$ cat src/rtl/apb_cmd_master.sv
// Buffers valid/ready commands in a FIFO and runs each as an APB IDLE->SETUP->ACCESS transfer with a wait-state timeout.
// Accept-to-Psel 1 cycle, to rsp_valid 3 cycles with no waits; cmd_ready drops when the FIFO is full, and rsp_valid has no backpressure.
module apb_cmd_master #(
  parameter int ADDR_W  = 3,
  parameter int DATA_W  = 16,
  parameter int DEPTH   = 4,
  parameter int TIMEOUT = 15
) (
  input  logic              Pclk,
  input  logic              Prst,
  input  logic              cmd_valid,
  output logic              cmd_ready,
  input  logic              cmd_write,
  input  logic [ADDR_W-1:0] cmd_addr,
  input  logic [DATA_W-1:0] cmd_wdata,
  output logic              Psel,
  output logic              Penable,
  output logic              Pwrite,
  output logic [ADDR_W-1:0] Paddr,
  output logic [DATA_W-1:0] Pwdata,
  input  logic [DATA_W-1:0] Prdata,
  input  logic              Pready,
  output logic              rsp_valid,
  output logic              rsp_write,
  output logic [DATA_W-1:0] rsp_rdata,
  output logic              rsp_err,
  output logic              busy
);

  localparam int PW = $clog2(DEPTH);
  localparam int CW = PW + 1;
  localparam int WW = $clog2(TIMEOUT + 1);
  localparam int EW = 1 + ADDR_W + DATA_W;
  localparam logic [CW-1:0] FULL      = CW'(DEPTH);
  localparam logic [WW-1:0] WAIT_LAST = WW'(TIMEOUT - 1);

  localparam logic [1:0] S_IDLE   = 2'd0;
  localparam logic [1:0] S_SETUP  = 2'd1;
  localparam logic [1:0] S_ACCESS = 2'd2;

  logic [EW-1:0]     r_mem [DEPTH];
  logic [PW-1:0]     r_wr_ptr;
  logic [PW-1:0]     r_rd_ptr;
  logic [CW-1:0]     r_count;
  logic [1:0]        r_state;
  logic [WW-1:0]     r_wait;
  logic              r_psel;
  logic              r_penable;
  logic              r_pwrite;
  logic [ADDR_W-1:0] r_paddr;
  logic [DATA_W-1:0] r_pwdata;
  logic              r_rsp_valid;
  logic              r_rsp_write;
  logic [DATA_W-1:0] r_rsp_rdata;
  logic              r_rsp_err;
  logic              r_busy;

  logic              w_push;
  logic              w_pop;
  logic              w_ok;
  logic              w_abort;
  logic              w_fin;
  logic [1:0]        w_state_nxt;
  logic [CW-1:0]     w_count_nxt;
  logic [EW-1:0]     w_head;

  // Gated by reset so every output reads 0 while Prst is held.
  assign cmd_ready = !Prst && (r_count != FULL);

  assign w_push      = cmd_valid && cmd_ready;
  assign w_ok        = (r_state == S_ACCESS) && Pready;
  assign w_abort     = (r_state == S_ACCESS) && !Pready && (r_wait == WAIT_LAST);
  assign w_fin       = w_ok || w_abort;
  assign w_pop       = (r_count != '0) && ((r_state == S_IDLE) || w_fin);
  assign w_head      = r_mem[r_rd_ptr];
  assign w_count_nxt = r_count + {{(CW-1){1'b0}}, w_push} - {{(CW-1){1'b0}}, w_pop};

  always_comb begin
    w_state_nxt = r_state;
    case (r_state)
      S_IDLE:   if (w_pop) w_state_nxt = S_SETUP;
      S_SETUP:  w_state_nxt = S_ACCESS;
      S_ACCESS: if (w_fin) w_state_nxt = w_pop ? S_SETUP : S_IDLE;
      default:  w_state_nxt = S_IDLE;
    endcase
  end

  always_ff @(posedge Pclk) begin
    if (w_push) r_mem[r_wr_ptr] <= {cmd_write, cmd_addr, cmd_wdata};
  end

  always_ff @(posedge Pclk or posedge Prst) begin
    if (Prst) begin
      r_wr_ptr    <= '0;
      r_rd_ptr    <= '0;
      r_count     <= '0;
      r_state     <= S_IDLE;
      r_wait      <= '0;
      r_psel      <= 1'b0;
      r_penable   <= 1'b0;
      r_pwrite    <= 1'b0;
      r_paddr     <= '0;
      r_pwdata    <= '0;
      r_rsp_valid <= 1'b0;
      r_rsp_write <= 1'b0;
      r_rsp_rdata <= '0;
      r_rsp_err   <= 1'b0;
      r_busy      <= 1'b0;
    end else begin
      r_count   <= w_count_nxt;
      r_state   <= w_state_nxt;
      r_psel    <= (w_state_nxt != S_IDLE);
      r_penable <= (w_state_nxt == S_ACCESS);
      r_busy    <= (w_state_nxt != S_IDLE) || (w_count_nxt != '0);
      if (w_push) r_wr_ptr <= r_wr_ptr + PW'(1);
      if (w_pop) begin
        r_rd_ptr                      <= r_rd_ptr + PW'(1);
        {r_pwrite, r_paddr, r_pwdata} <= w_head;
        r_wait                        <= '0;
      end else if ((r_state == S_ACCESS) && !Pready && !w_abort) begin
        r_wait <= r_wait + WW'(1);
      end
      r_rsp_valid <= w_fin;
      if (w_fin) begin
        r_rsp_write <= r_pwrite;
        r_rsp_err   <= w_abort;
        r_rsp_rdata <= (w_ok && !r_pwrite) ? Prdata : '0;
      end
    end
  end

  assign Psel      = r_psel;
  assign Penable   = r_penable;
  assign Pwrite    = r_pwrite;
  assign Paddr     = r_paddr;
  assign Pwdata    = r_pwdata;
  assign rsp_valid = r_rsp_valid;
  assign rsp_write = r_rsp_write;
  assign rsp_rdata = r_rsp_rdata;
  assign rsp_err   = r_rsp_err;
  assign busy      = r_busy;

endmodule

$ cat config.mk
export PLATFORM = sky130hd
export DESIGN_NAME = apb_cmd_master
export DESIGN_NICKNAME = d
export VERILOG_FILES = /design/src/rtl/apb_cmd_master.sv
export SDC_FILE = /design/constraint.sdc
export NUM_CORES = 1
export LEC_CHECK = 0
export ABC_CLOCK_PERIOD_IN_PS = 2750
export CORE_MARGIN = 8
export CORE_UTILIZATION = 40
export CTS_CLUSTER_SIZE = 28
export DETAILED_ROUTE_END_ITERATION = 12
export PLACE_DENSITY = 0.73
export SYNTH_ARGS = -nofsm -noshare
export SYNTH_HDL_FRONTEND = slang
export SYNTH_SLANG_ARGS = --single-unit
$ cat constraint.sdc
create_clock -name Pclk -period 2.75 [get_ports Pclk]
set_input_delay 0.275 -clock Pclk [delete_from_list [all_inputs] [get_ports Pclk]]
set_output_delay 0.275 -clock Pclk [all_outputs]
set_load 0.005 [all_outputs]
; Word-level counts from Yosys, hierarchy flattened
; Memories as Yosys holds them, arrays and structs flattened. A register that Yosys moved wholly into a read port is not among the register bits.
; Cells that the tools add are included.
[totals]
regBits = 35
latchBits = 0
ram_bits = 80
rom_bits = 0
inputBits = 40
out_inout_bits = 43
wordCells = 52
mem_count = 1
[memory_table]
columns = memory, words, word_bits, read_ports, rd_clocked_by_memory_dff, write_ports, line
row1 = r_mem, 4, 20, 1, 1, 1, 41  ; logic [EW-1:0] r_mem [DEPTH];
[classes]
add_sub_neg = 5
mul = 0
n_div = 0
n_lt_le_gt_ge = 0
n_eq_ne = 5
shifts = 0
n_mux = 9
n_bitwise = 0
reduce_logical = 20
[ops]
columns = cell, n
row1 = $mux 16, 1
row2 = $logic_and 1x1->1, 8
row3 = $mux 4, 2
row4 = $pmux 2 s3, 1
row5 = $reduce_bool 3->1, 2
row6 = $add 2x1->2 const B, 2
row7 = $add 4x1->4 const B, 1
row8 = $eq 2x2->1 const B, 2
row9 = $eq 4x4->1 const B, 1
row10 = $logic_not 1->1, 4
row11 = $mux 2, 2
row12 = $reduce_bool 2->1, 2
row13 = $add 3x1->3, 1
row14 = $logic_or 1x1->1, 3
row15 = $mux 1, 3
row16 = $ne 3x3->1 const B, 1
row17 = $sub 3x1->3, 1
row18 = $eq 2x1->1 const B, 1
row19 = $logic_not 2->1, 1

; Longest topological paths before layout
[depth]
ltp_word = 11
depth_mapped = 12
depth_no_buf = 11

; Least setup slack after synthesis
; No wires, ideal clock.
[synth_path]
path_type = register to register
startpoint = register r_wait[0]
endpoint = register r_busy, in the netlist busy
setup_time_ns = 0.137
arrival_ns = 2.524
t_required_ns = 2.613
slack_ns = 0.089
path_stages_with_launch = 13
n_path_buf = 1
period_less_slack_ns = 2.661
path_cell_list = dfrtp_1 > inv_1 > ha_1 > a31oi_2 > a211oi_4 > buf_6 > ha_1 > inv_1 > ha_1 > fa_1 > xnor2_1 > xnor2_1 > nand4bb_1
[synth_via]
elab_cells_between_ends = 13
cone_classes = add/sub (1) / eq/ne (1) / mux (4) / reduce/logical (7)
[synth_rtl]
columns = item, line
row1 = "start, declared", 46  ; logic [WW-1:0] r_wait;
row2 = "start signal, assigned", 121  ; r_wait <= r_wait + WW'(1);
row3 = $eq 4x4->1, 72  ; assign w_abort = (r_state == S_ACCESS) && !Pready && (r_wait == WAIT_LAST);
row4 = $logic_and 1x1->1, 72
row5 = $logic_or 1x1->1, 73  ; assign w_fin = w_ok || w_abort;
row6 = $logic_or 1x1->1, 74  ; assign w_pop = (r_count != '0) && ((r_state == S_IDLE) || w_fin);
row7 = $logic_and 1x1->1, 74
row8 = net w_pop, 59  ; logic w_pop;
row9 = $sub 3x1->3, 76  ; assign w_count_nxt = r_count + {{(CW-1){1'b0}}, w_push} - {{(CW-1){1'b0}}, w_pop};
row10 = net w_count_nxt[2], 64  ; logic [CW-1:0] w_count_nxt;
row11 = $reduce_bool 3->1, 114  ; r_busy <= (w_state_nxt != S_IDLE) || (w_count_nxt != '0);
row12 = $logic_or 1x1->1, 114
row13 = "end signal, assigned", 114
row14 = "end, declared", 56  ; logic r_busy;
; The timed path passes the listed nets, and every way through them passes these cells.
; A chain may end at the register's enable or synchronous reset.

; Worst setup path after layout
[layout_path]
startpoint = register r_wait[0]
endpoint = register r_busy, in the netlist busy
[layout_via]
elab_cells_between_ends = 13
cone_classes = add/sub (1) / eq/ne (1) / mux (4) / reduce/logical (7)
[layout_rtl]
columns = item, line
row1 = $eq 4x4->1, 72
row2 = $logic_and 1x1->1, 72
row3 = $logic_or 1x1->1, 73
row4 = $logic_or 1x1->1, 74
row5 = $logic_and 1x1->1, 74
row6 = $sub 3x1->3, 76
row7 = net w_count_nxt[2], 64
row8 = $reduce_bool 3->1, 114
row9 = $logic_or 1x1->1, 114
; The timed path passes the listed nets, and every way through them passes these cells.

==> impl_metrics.toml <==
[global_routing]
grt_pass1_vias = 3027
grt_overflow = 0
antenna_found_initial = 0
grt_use_total = 0.128
grt_max_degree = 56
grt_pass1_wl_mm = 15.9

[finish]
most-common-layout-cells = "clkdlybuf4s50_1, edfxtp_1, dfrtp_1"
syn_to_final_growth_pct = 32.3
fin_nets = 421
stdcell_area_um2 = 6830
drive_gt1_frac = 0.223
num_antenna_cells = 0
mostFrequentLayoutCell = "clkdlybuf4s50_1"

[power]
switching_share = 0.267
p_int_w = 0.00530
p_leak_nw = 2.56
switching_power_w = 0.00193
powerDensity_nw_per_um2 = 1060
share_seq_of_total_power = 0.414
power_frac_comb = 0.297
pwr-share-clk = 0.289
ir_worst_vdd_uv = 535

[logic_synthesis]
ys_ff_latch = 135
synth_warnings = 0
syn_avg_cell_area_um2 = 19.3
synth_cell_types = 40
syn-num-nets = 317
yosysSeqAreaShare = 0.732
synth_area_um2 = 5160
synth-async-reset-ratio = 0.407
synth_edf_count = 80
synthFlopType = "edfxtp_1"
synthCells = 268

[clock_network]
clockBufferDepth = 2
ctsHoldBuffers = 0
cts_resized = 0
h-tree-depth = 4
clk_latency_ns = 0.41
clk_pin_slew_ns = 0.05
cts_inserted_buffers = 17
postCtsSetupBuffers = 0
cts-root-buf = "clkbuf_16"
cts_tree = "done"
numClockSinks = 135

[floorplan]
top_level_ports = 83
die-area_um2 = 16800
start_util = 0.409
fp.coreArea_um2 = 12600
fp.dieW_um = 130
die_height_um = 130
rows = 41

[sta]
report.final.slew_viol_count = 0
fin_setup_tns_ns = 0
skew_ns = 0.00570
slew_headroom = 0.492
rsz0062_at_grt = "false"
worst_slack_ns = 0.148
finalCriticalPeriod_ns = 2.60
hold_viol = 0
final_min_period_over_clock_period = 0.946
worst_slew_pin_slew_ns = 0.761
fmax_ghz = 0.384
hold_slack_ns = 0.299
setup_viol = 0

[worst_setup_path]
worstPathCellList = "inv_1, ha_1, a31oi_2, a211oi_4, ha_1, inv_1, ha_1, fa_1, xnor2_1, xnor2_1, nand4bb_1"
crit_fanout = 4
cp_common_cell = "ha_1"
max_stage_delay_ns = 0.40
worst_setup_path_start_kind = "flip-flop"
crit_required_ns = 3.02
crit_type = "reg2reg"
path_buf_inv = 2
crit_path_top_delay_cell = "dfrtp_1"
end_kind = "flip-flop"
worst_ep_arrival_time_ns = 2.88
cp_top_family = "adder cells"

[place]
gp_congestion = 0.738
place_hpwl_mm = 6.55
portBuffers = 82
placed_area_um2 = 6280
dp_slack_ns = 0.0558

[route]
avgRoutedWirePerCell_um = 17.8
first_pass_iters = 4
vias = 2753
drt_iter0_drc = 109
post_drt_via_cell_ratio = 4.94
antenna_left = 0
drc = 0
finalWirelength_mm = 9.90

[min_path]
hp-class = "in2async"

[flow_run]
drv_cap = 0

[run_status]
status = "finished, final reports clean"
## final timing paths
kind | start | to | slack (ns) | cells past startpoint
setup / recovery | r_wait[0]$_DFFE_PP0P_ | busy$_DFF_PP0_ | 0.15 | 11
hold / removal | Prst | Pwdata[10]$_DFFE_PP0P_ | 0.30 | 3
setup reg to reg | r_wait[0]$_DFFE_PP0P_ | busy$_DFF_PP0_ | 0.15 | 11
hold reg to reg | Pwdata[0]$_DFFE_PP0P_ | Pwdata[0]$_DFFE_PP0P_ | 0.49 | 1
max in group asynchronous | Prst | r_rd_ptr[0]$_DFFE_PP0P_ | 2.19 | 3
min in group Pclk | Pwdata[0]$_DFFE_PP0P_ | Pwdata[0]$_DFFE_PP0P_ | 0.49 | 1
## per-layer routing
layer | part of all wire | track usage | vias up
li1 | - | - | 1249
met1 | 0.41 | 0.143 | 1412
met3 | 0.066 | 0.0481 | 13
met4 | 0.016 | 0.0587 | 0
met2 | 0.50 | 0.215 | 79
met5 | 0 | 0 | -
## kinds of logic (layout without fill, tap and decap cells)
family / count (synthesis) / after routing / share of synthesized area
AOI/OAI and AO/OA: 30 / 30 / 0.0499
xor gates and xnor gates: 5 / 5 / 0.00848
adders and majority gates: 9 / 9 / 0.0233
buffers and inverters: 25 / 142 / 0.0225
DFF: 135 / 135 / 0.732
muxes: 43 / 43 / 0.137
and+or+nand+nor: 21 / 21 / 0.0269
## Yosys cell counts, types with 2 or more instances
library cell	number	area (µm²)
a211oi_1	3	22.5
a21oi_1	3	15.0
a22o_1	16	140
and2_1	4	25.0
buf_2	2	10.0
buf_6	2	22.5
clkbuf_1	3	11.3
dfrtp_1	55	1380
edfxtp_1	80	2400
ha_1	8	100
inv_1	16	60.1
mux2_2	21	236
mux4_2	20	450
nand2b_1	2	12.5
nand3_1	3	15.0
nor2_1	2	7.51
o211ai_1	2	15.0
xnor2_1	3	26.3
xor2_1	2	17.5
## worst register-to-register path, stage by stage, from the launching register on
cell and delay, ns:
dfrtp_1 0.40, inv_1 0.06, ha_1 0.23, a31oi_2 0.28, a211oi_4 0.11, ha_1 0.30, inv_1 0.04, ha_1 0.19
fa_1 0.39, xnor2_1 0.15, xnor2_1 0.14, nand4bb_1 0.18
## registers in the layout (all words and copies together), names as in the netlist
name       cells
Paddr          3
Penable        1
Psel           1
Pwdata        16
Pwrite         1
busy           1
r_count        3
r_mem         80
r_rd_ptr       2
r_state        2
r_wait         4
r_wr_ptr       2
rsp_err        1
rsp_rdata     16
rsp_valid      1
rsp_write      1
## per-stage QoR
stage	power, W	std cells	util
after CTS	0.00735	557	0.541
after global placement	0.00515	525	0.498
after floorplan	0.00424	268	-
after global routing	0.00764	557	0.541
final	0.00722	557	0.541
after detailed placement	0.00524	525	0.498
## power groups by stage
| stage | sequential, W | combinational [W] | clock (W) |
|---|---|---|---|
| after detailed placement | 0.00304 | 0.00220 | 0 |
| final | 0.00299 | 0.00215 | 0.00209 |
| after floorplan | 0.00292 | 0.00132 | 0 |
| after global placement | 0.00301 | 0.00213 | 0 |
| after CTS | 0.00301 | 0.00221 | 0.00213 |
| after global routing | 0.00307 | 0.00235 | 0.00222 |
## final cells by class
cell class,instances,area (µm²)
fillers,1031,5790
clock inverters,11,108
repair buffers,94,961
multi-input cells,108,1270
well taps,172,215
clock buffers,21,440
flip-flops and latches,135,3780
inverters,16,60.1
No activity file was read; power rests on OpenSTA's default activity.
